### src/rtl/wb_wavesynth.sv
// Wishbone classic audio slave: CPU-fed 8-bit sample FIFO drained by a prescaled
// 8-bit PWM engine, one sample per PWM period, with status and low-watermark IRQ.
module wb_wavesynth #(
   parameter int         FIFO_AW      = 4,
   parameter logic [7:0] DEF_PRESCALE = 8'd0
) (
   input  logic        wb_clk_i,
   input  logic        wb_rst_i,
   input  logic [31:0] wb_adr_i,
   input  logic [31:0] wb_dat_i,
   input  logic [3:0]  wb_sel_i,
   input  logic        wb_we_i,
   input  logic        wb_cyc_i,
   input  logic        wb_stb_i,
   input  logic [2:0]  wb_cti_i,
   input  logic [1:0]  wb_bte_i,
   output logic [31:0] wb_dat_o,
   output logic        wb_ack_o,
   output logic        wb_err_o,
   output logic        wb_rty_o,
   output logic        pwm_o,
   output logic        pwm_en_o,
   output logic        irq_o
);

   localparam int DEPTH = 1 << FIFO_AW;
   localparam logic [FIFO_AW:0]   LVL_ONE  = 1;
   localparam logic [FIFO_AW:0]   LVL_FULL = {1'b1, {FIFO_AW{1'b0}}};
   localparam logic [FIFO_AW-1:0] PTR_ONE  = 1;

   typedef enum logic [1:0] {
      REG_CTRL   = 2'd0,
      REG_STATUS = 2'd1,
      REG_SAMPLE = 2'd2,
      REG_CUR    = 2'd3
   } reg_e;

   logic [7:0]         mem_q [DEPTH];
   logic [FIFO_AW-1:0] wr_ptr_q, wr_ptr_d, rd_ptr_q, rd_ptr_d;
   logic [FIFO_AW:0]   level_q, level_d;
   logic               enable_q, enable_d;
   logic [7:0]         prescale_q, prescale_d;
   logic [7:0]         thresh_q, thresh_d;
   logic               unr_q, unr_d, ovf_q, ovf_d;
   logic [7:0]         cur_q, cur_d;
   logic [7:0]         pwm_cnt_q, pwm_cnt_d;
   logic [7:0]         presc_cnt_q, presc_cnt_d;
   logic               pwm_q, pwm_d, irq_q, irq_d, ack_q, ack_d;
   logic [31:0]        dat_q, dat_d;

   logic       req, wr, wr_ctrl, wr_status, wr_sample, flush;
   logic       empty, full, tick, wrap, push, pop;
   logic [8:0] lvl9;
   reg_e       reg_sel;
   logic       unused_inputs;

   assign unused_inputs = ^{wb_sel_i, wb_cti_i, wb_bte_i, wb_adr_i[31:4],
                            wb_adr_i[1:0], wb_dat_i[31:24]};

   // Register side effects are taken in the ack cycle, while the master still holds the request.
   assign req       = wb_cyc_i & wb_stb_i;
   assign reg_sel   = reg_e'(wb_adr_i[3:2]);
   assign wr        = req & ack_q & wb_we_i;
   assign wr_ctrl   = wr && (reg_sel == REG_CTRL);
   assign wr_status = wr && (reg_sel == REG_STATUS);
   assign wr_sample = wr && (reg_sel == REG_SAMPLE);
   assign flush     = wr_ctrl & wb_dat_i[1];

   assign empty = (level_q == '0);
   assign full  = (level_q == LVL_FULL);
   assign lvl9  = 9'(level_q);

   // ">=" lets a lowered prescale end the current tick interval instead of waiting for an 8-bit wrap.
   assign tick = enable_q && (presc_cnt_q >= prescale_q);
   assign wrap = tick && (pwm_cnt_q == 8'hFF);
   assign push = wr_sample & ~full;
   assign pop  = wrap & ~empty & ~flush;

   always_comb begin
      // NOTE: every next-state signal gets a default first so no path leaves it unassigned (no latches).
      ack_d       = req & ~ack_q;
      dat_d       = '0;
      enable_d    = wr_ctrl ? wb_dat_i[0]     : enable_q;
      prescale_d  = wr_ctrl ? wb_dat_i[15:8]  : prescale_q;
      thresh_d    = wr_ctrl ? wb_dat_i[23:16] : thresh_q;
      unr_d       = (unr_q & ~(wr_status & wb_dat_i[16])) | (wrap & empty);
      ovf_d       = (ovf_q & ~(wr_status & wb_dat_i[17])) | (wr_sample & full);
      cur_d       = pop ? mem_q[rd_ptr_q] : cur_q;
      level_d     = level_q;
      wr_ptr_d    = wr_ptr_q;
      rd_ptr_d    = rd_ptr_q;
      presc_cnt_d = 8'd0;
      pwm_cnt_d   = 8'd0;

      if (req & ~ack_q) begin
         unique case (reg_sel)
            REG_CTRL:   dat_d = {8'h00, thresh_q, prescale_q, 7'b0, enable_q};
            REG_STATUS: dat_d = {14'b0, ovf_q, unr_q, 5'b0, full, empty, lvl9};
            REG_SAMPLE: dat_d = '0;
            REG_CUR:    dat_d = {24'b0, cur_q};
         endcase
      end

      if (flush) begin
         level_d  = '0;
         wr_ptr_d = '0;
         rd_ptr_d = '0;
      end else begin
         if (push) wr_ptr_d = wr_ptr_q + PTR_ONE;
         if (pop)  rd_ptr_d = rd_ptr_q + PTR_ONE;
         if (push & ~pop)      level_d = level_q + LVL_ONE;
         else if (pop & ~push) level_d = level_q - LVL_ONE;
      end

      if (enable_q && enable_d) begin
         presc_cnt_d = tick ? 8'd0 : presc_cnt_q + 8'd1;
         pwm_cnt_d   = tick ? pwm_cnt_q + 8'd1 : pwm_cnt_q;
      end

      pwm_d = enable_q & (pwm_cnt_q < cur_q);
      irq_d = enable_q & (lvl9 <= {1'b0, thresh_q});
   end

   always_ff @(posedge wb_clk_i) begin
      if (wb_rst_i) begin
         ack_q       <= 1'b0;
         dat_q       <= '0;
         enable_q    <= 1'b0;
         prescale_q  <= DEF_PRESCALE;
         thresh_q    <= 8'd0;
         unr_q       <= 1'b0;
         ovf_q       <= 1'b0;
         cur_q       <= 8'd0;
         level_q     <= '0;
         wr_ptr_q    <= '0;
         rd_ptr_q    <= '0;
         presc_cnt_q <= 8'd0;
         pwm_cnt_q   <= 8'd0;
         pwm_q       <= 1'b0;
         irq_q       <= 1'b0;
      end else begin
         // NOTE: sequential state uses non-blocking assignments so all registers update together.
         ack_q       <= ack_d;
         dat_q       <= dat_d;
         enable_q    <= enable_d;
         prescale_q  <= prescale_d;
         thresh_q    <= thresh_d;
         unr_q       <= unr_d;
         ovf_q       <= ovf_d;
         cur_q       <= cur_d;
         level_q     <= level_d;
         wr_ptr_q    <= wr_ptr_d;
         rd_ptr_q    <= rd_ptr_d;
         presc_cnt_q <= presc_cnt_d;
         pwm_cnt_q   <= pwm_cnt_d;
         pwm_q       <= pwm_d;
         irq_q       <= irq_d;
      end
   end

   // NOTE: sample storage has no reset; the level and pointers alone define what is valid.
   always_ff @(posedge wb_clk_i) begin
      if (push) mem_q[wr_ptr_q] <= wb_dat_i[7:0];
   end

   assign wb_dat_o = dat_q;
   assign wb_ack_o = ack_q;
   assign wb_err_o = 1'b0;
   assign wb_rty_o = 1'b0;
   assign pwm_o    = pwm_q;
   assign pwm_en_o = enable_q;
   assign irq_o    = irq_q;

endmodule
### config.mk
export PLATFORM = sky130hd
export DESIGN_NAME = wb_wavesynth
export DESIGN_NICKNAME = d
export VERILOG_FILES = /design/src/rtl/wb_wavesynth.sv
export SDC_FILE = /design/constraint.sdc
export NUM_CORES = 1
export LEC_CHECK = 0
export CORE_MARGIN = 2
export CORE_UTILIZATION = 47
export CTS_BUF_LIST = sky130_fd_sc_hd__clkbuf_4 sky130_fd_sc_hd__clkbuf_8 sky130_fd_sc_hd__clkbuf_16
export CTS_CLUSTER_SIZE = 40
export DETAILED_ROUTE_END_ITERATION = 10
export GPL_ROUTABILITY_DRIVEN = 0
export GPL_TIMING_DRIVEN = 0
export PLACE_DENSITY = 0.71
export SETUP_SLACK_MARGIN = 0.15
export SYNTH_ARGS = -nofsm -noshare
export SYNTH_HDL_FRONTEND = slang
export SYNTH_SLANG_ARGS = --single-unit
### constraint.sdc
create_clock -name wb_clk_i -period 9.5 [get_ports wb_clk_i]
set_input_delay 0.95 -clock wb_clk_i [delete_from_list [all_inputs] [get_ports wb_clk_i]]
set_output_delay 0.95 -clock wb_clk_i [all_outputs]
set_load 0.05 [all_outputs]
Word-level counts from Yosys, hierarchy flattened
Memory sizes are Yosys's and may differ from the RTL's. A register that Yosys moved wholly into a read port is not among the register bits. Cells that the tools add are included.

Add/sub/neg operators: 6. Magnitude comparators: 3. Equality and inequality tests: 5. Multiplexer cells: 6. Bitwise logic cells: 30. Reductions and logical operators: 13.

Operator list (count): $pmux 32 s4 (1); $and 1x1->1 (18); $add 8x1->8 const B (2); $mux 5 (2); $not 1->1 (10); $add 4x1->4 const B (2); $eq 8x8->1 const B (1); $ge 8x8->1 (1); $le 5x8->1 (1); $lt 8x8->1 (1); $logic_and 1x1->1 (6); $reduce_or 2->1 (3); $add 5x1->5 const B (1); $eq 5x5->1 const B (1); $logic_not 5->1 (1); $sub 5x1->5 const B (1); $eq 2x2->1 const B (2); $mux 1 (3); $reduce_or 3->1 (1); $eq 2x1->1 const B (1); $logic_not 2->1 (1); $or 1x1->1 (2); $reduce_bool 2->1 (1).

Register bits: 83. Bits in writable memories: 128. Bits of input ports: 78. Output and inout bits: 38. Word-level logic and storage cells: 78. Memories kept: 1.

Memories: mem_q (depth 16, bits a word 8, rd ports 1, clocked after Yosys merged registers in 1, write ports 1, line 38) `logic [7:0] mem_q [DEPTH];`.

Longest topological paths before layout
Depth in word-level cells: 10. Depth in mapped cells: 17.

Worst setup path before layout
OpenSTA, ideal clock, no wires.

Path kind: input to register. Start point: in wb_we_i. End point: reg level_q[4]. Setup time: 0.070 ns. Data arrival time: 3.352 ns. Required time: 9.430 ns. Slack: 6.079 ns. Cell stages on the path: 13. Path buffers: 1. Cell sequence: nand4_1 > nor3_1 > clkbuf_1 > a21oi_2 > nand2_1 > ha_1 > inv_1 > fa_1 > a21o_1 > a21oi_1 > xnor2_1 > or3_1 > a21oi_1.

Word-level cells in the longest chain between the ends: 8. Elaborated cells between the ends (all ways): 14. Those cells by class: 1 x mux; 9 x bitwise; 4 x reduce/logical.

Ends and longest elaborated chain: start, declared (line 12) `input logic wb_we_i,`; $and 1x1->1 (*) (line 63) `assign wr = req & ack_q & wb_we_i;`; $logic_and 1x1->1 (line 64) `assign wr_ctrl = wr && (reg_sel == REG_CTRL);`; $and 1x1->1 (line 67) `assign flush = wr_ctrl & wb_dat_i[1];`; $not 1->1 (line 77) `assign pop = wrap & ~empty & ~flush;`; $and 1x1->1 (line 77); $not 1->1 (line 111) `if (push & ~pop) level_d = level_q + LVL_ONE;`; $and 1x1->1 (line 111); $mux 5 or $reduce_bool 2->1 (tied branches); end signal, assigned (line 151) `level_q <= level_d;`; end, declared (line 40) `logic [FIFO_AW:0] level_q, level_d;`.

Mark *: on every way between the ends. The rest lies on a longest branch, timed or not. A chain may end at the register's enable or synchronous reset.

Final worst setup path
Start point: in wb_cyc_i. End point: reg level_q[4].

Word-level cells in the longest chain between the ends: 10. Elaborated cells between the ends (all ways): 16. Those cells by class: 1 x mux; 11 x bitwise; 4 x reduce/logical.

Ends and longest elaborated chain: start, declared (line 13) `input logic wb_cyc_i,`; $and 1x1->1 (*) (line 61) `assign req = wb_cyc_i & wb_stb_i;`; $and 1x1->1 (*) (2 in series) (line 63); $logic_and 1x1->1 (line 64); $and 1x1->1 (line 67); $not 1->1 (line 77); $and 1x1->1 (line 77); $not 1->1 (line 111); $and 1x1->1 (line 111); $mux 5 or $reduce_bool 2->1 (tied branches).

Marks and branches as above.

==> results.ini <==
[outcome]
status = finished, final reports clean

[timing]
setup_viol = 0
fmax_mhz = 252
tightest_slew_ns = 1.24
setup_tns_ns = 0
relSlewSlack = 0.170
hold_viol_final = 0
timing.final.crit_share = 0.418
min_period_ns = 3.97
slew_viol_final = 0
skew_ns = 0.00722
rsz0062_at_grt = no

[clock_tree]
cts_tree = built
clock-sinks = 211
root_buffer = clkbuf_16
clk-insertion-delay-late_ns = 0.49
cts-resized-gates = 0
cts_buffers = 21
clk_path_buf_depth = 3
cts_hold_buf = 0
htreeDepth = 1
postCtsSetupBuffers = 0
clk_pin_slew_ns = 0.06

[global_route]
grt_pass1_wl_mm = 29.8
antenna_found_initial = 0
grt_max_degree = 21
track_usage = 0.192
grt_pass1_vias = 5669
overflow = 0

[layout]
diodes = 0
area_growth_pct = 18.3
finalNetCount = 863
fin_util = 0.572
fillers = 1435
drive_gt1_frac = 0.120

[worst_setup_path]
cpPeakStageDelay_ns = 0.50
cp_common_cell = a21oi_1
crit_cells = 14
crit_path_start_kind = primary input
arrival_ns = 4.39
crit_chain = clkdlybuf4s50_1, nand4_1, nor3_1, clkbuf_1, a21oi_2, nand2_1, ha_1, inv_1, fa_1, a21o_1, a21oi_1, xnor2_1, or3_1, a21oi_1
worstPathMaxFanout = 10
crit_buf_inv = 3
crit_type = primary input to register
reg2reg_depth = 16
critPathTopFamily = buffers and inverters
endpoint_kind = register
critPathSlowestCell = clkbuf_1
required_ns = 9.92

[die]
ios = 116
die_y_um = 140
rows = 49
die_w_um = 140
die-area_um2 = 19700
initial_core_util = 0.483
core-area_um2 = 18100

[yosys]
synth.ff_latch_count = 211
ys_seq_area_frac = 0.630
avgSynthCellArea_um2 = 13.2
syn_inst = 663
synth.distinct_cells = 47
netlist_area_um2 = 8740
synth_edf_count = 128
synth_top_flop_cell = edfxtp_1
synthesis.yosys.warnings = 0
synthArstFlopShare = 0

[detailed_routing]
num_vias = 5513
avgRoutedWirePerCell_um = 18.6
routed_wl_mm = 18.5
drt-pass1-iter-count = 5
drc = 0
via_per_inst = 5.54
drt_iter0_markers = 374
drtAntennaViolNets = 0

[flow_run]
maxCapViolations = 0

[place]
port-buffer-count = 58
hpwl_mm = 12.9

[min_path]
holdPathStages = 2
hold_class = register to register

[power]
powerDensity_nw_per_um2 = 178
peakVddDrop_v = 0.000161
p_leak_nw = 3.51

## cell usage in the layout (no fill, tap or decap), drive strengths merged, types with 7 or more instances in the layout
cell           Yosys  routed
edfxtp           128     128
dfxtp             83      83
nand2             59      59
clkdlybuf4s50      0      58
nor2              47      47
a21oi             44      44
clkbuf            14      40
mux4              32      32
ha                31      31
inv               26      27
buf               27      27
nand3             19      19
o21ai             19      19
a22oi             17      17
nor3              15      15
mux2i             11      11
conb               1      10
xor2               9       9
and2               8       8
xnor2              8       8
nor2b              7       7
nand2b             7       7
a21o               7       7
and3               7       7
clkinv             0       7
## where the power goes
part	total (W)	internal [W]	switching [W]
sequential	0.000970	0.000970	0.000000445
combinational	0.0000478	0.0000174	0.0000303
clock	0.000820	0.000492	0.000328
total	0.00184	0.00148	0.000359
## layout make-up
class                           count  area [µm²]  area share
Buffer                             41         213      0.0206
Timing Repair Buffer               58         581      0.0561
Clock inverter                     11         106      0.0103
Clock buffer                       26         587      0.0568
Inverter                           26        97.6     0.00944
Tap cell                          229         287      0.0277
Sequential cell                   211        5510       0.532
Multi-Input combinational cell    394        2960       0.287
## kinds of logic (layout without fill, tap and decap cells)
family | count (synthesis) | in the layout | share of synthesized area
AOI/OAI and AO/OA | 104 | 104 | 0.0736
xor gates and xnor gates | 17 | 17 | 0.0170
adders and majority gates | 32 | 32 | 0.0467
buffers and inverters | 67 | 162 | 0.0355
DFF | 211 | 211 | 0.630
muxes | 43 | 43 | 0.0950
other | 1 | 10 | 0.000429
and+or+nand+nor | 188 | 188 | 0.102
## sequential cells by signal, summed over array words and instances, names as in the netlist
| signal | flops |
|---|---|
| cur_q | 8 |
| unr_q | 1 |
| wb_ack_o | 1 |
| rd_ptr_q | 4 |
| wr_ptr_q | 4 |
| thresh_q | 8 |
| ovf_q | 1 |
| pwm_o | 1 |
| prescale_q | 8 |
| level_q | 5 |
| pwm_en_o | 1 |
| irq_o | 1 |
| mem_q | 128 |
| pwm_cnt_q | 8 |
| presc_cnt_q | 8 |
| wb_dat_o | 24 |
## path summary, 6_finish.rpt
kind / slack (ns) / end / startpoint
setup / recovery: 5.53 / level_q[4]$_SDFFE_PP0P_ / wb_cyc_i
hold / removal: 0.46 / prescale_q[7]$_SDFFE_PP0P_ / prescale_q[7]$_SDFFE_PP0P_
setup reg to reg: 5.86 / level_q[4]$_SDFFE_PP0P_ / presc_cnt_q[0]$_SDFF_PP0_
hold reg to reg: 0.46 / prescale_q[7]$_SDFFE_PP0P_ / prescale_q[7]$_SDFFE_PP0P_
## routing by layer
metal,share of wire,GRT usage
met1,0.43,0.252
met5,0,0
met2,0.49,0.330
met3,0.058,0.0321
met4,0.024,0.0542
## metrics by stage
step | instance area [µm²] | hold WS [ns] | power (W) | setup WS, ns | instances
after floorplan | 8770 | 0.436 | 0.00101 | 6.08 | 672
final | 10300 | 0.461 | 0.00184 | 5.53 | 996
after detailed placement | 9640 | 0.453 | 0.00104 | 5.05 | 959
after CTS | 10300 | 0.462 | 0.00185 | 5.54 | 996
after global routing | 10300 | 0.488 | 0.00189 | 5.19 | 996
after global placement | 9640 | 0.446 | 0.00104 | 5.15 | 959
## synth_stat cells (2+ instances only)
master / n / area, µm²
nor2b_1: 7 / 43.8
ha_1: 31 / 388
o21a_1: 4 / 30.0
and4_1: 2 / 17.5
inv_1: 26 / 97.6
nand4_1: 4 / 25.0
or4_1: 5 / 37.5
mux4_2: 32 / 721
xnor2_1: 8 / 70.1
nand3_1: 19 / 95.1
and3_1: 7 / 43.8
mux2i_1: 11 / 110
a21oi_1: 43 / 215
dfxtp_1: 83 / 1660
buf_1: 6 / 22.5
o211ai_1: 2 / 15.0
xor2_1: 9 / 78.8
a21o_1: 7 / 52.6
nand2_1: 59 / 221
nor2_1: 46 / 173
o31ai_1: 4 / 30.0
or3_1: 4 / 25.0
nor3b_1: 2 / 15.0
edfxtp_1: 128 / 3840
nand2b_1: 7 / 43.8
a22oi_1: 17 / 128
buf_4: 13 / 97.6
and2_1: 8 / 50.1
clkbuf_1: 14 / 52.6
buf_2: 8 / 40.0
nor3_1: 15 / 75.1
o21ai_0: 17 / 85.1
## worst register-to-register path: cells and delay by family (launching register included)
| family | cells | cell delay, ns |
|---|---|---|
| fa+ha+maj | 3 | 0.85 |
| simple gates | 5 | 0.87 |
| compound gates | 4 | 1.00 |
| buf+inv | 3 | 0.36 |
| flops | 1 | 0.41 |
| xor+xnor | 1 | 0.09 |
Note: power is estimated with default switching activity, not from simulation.
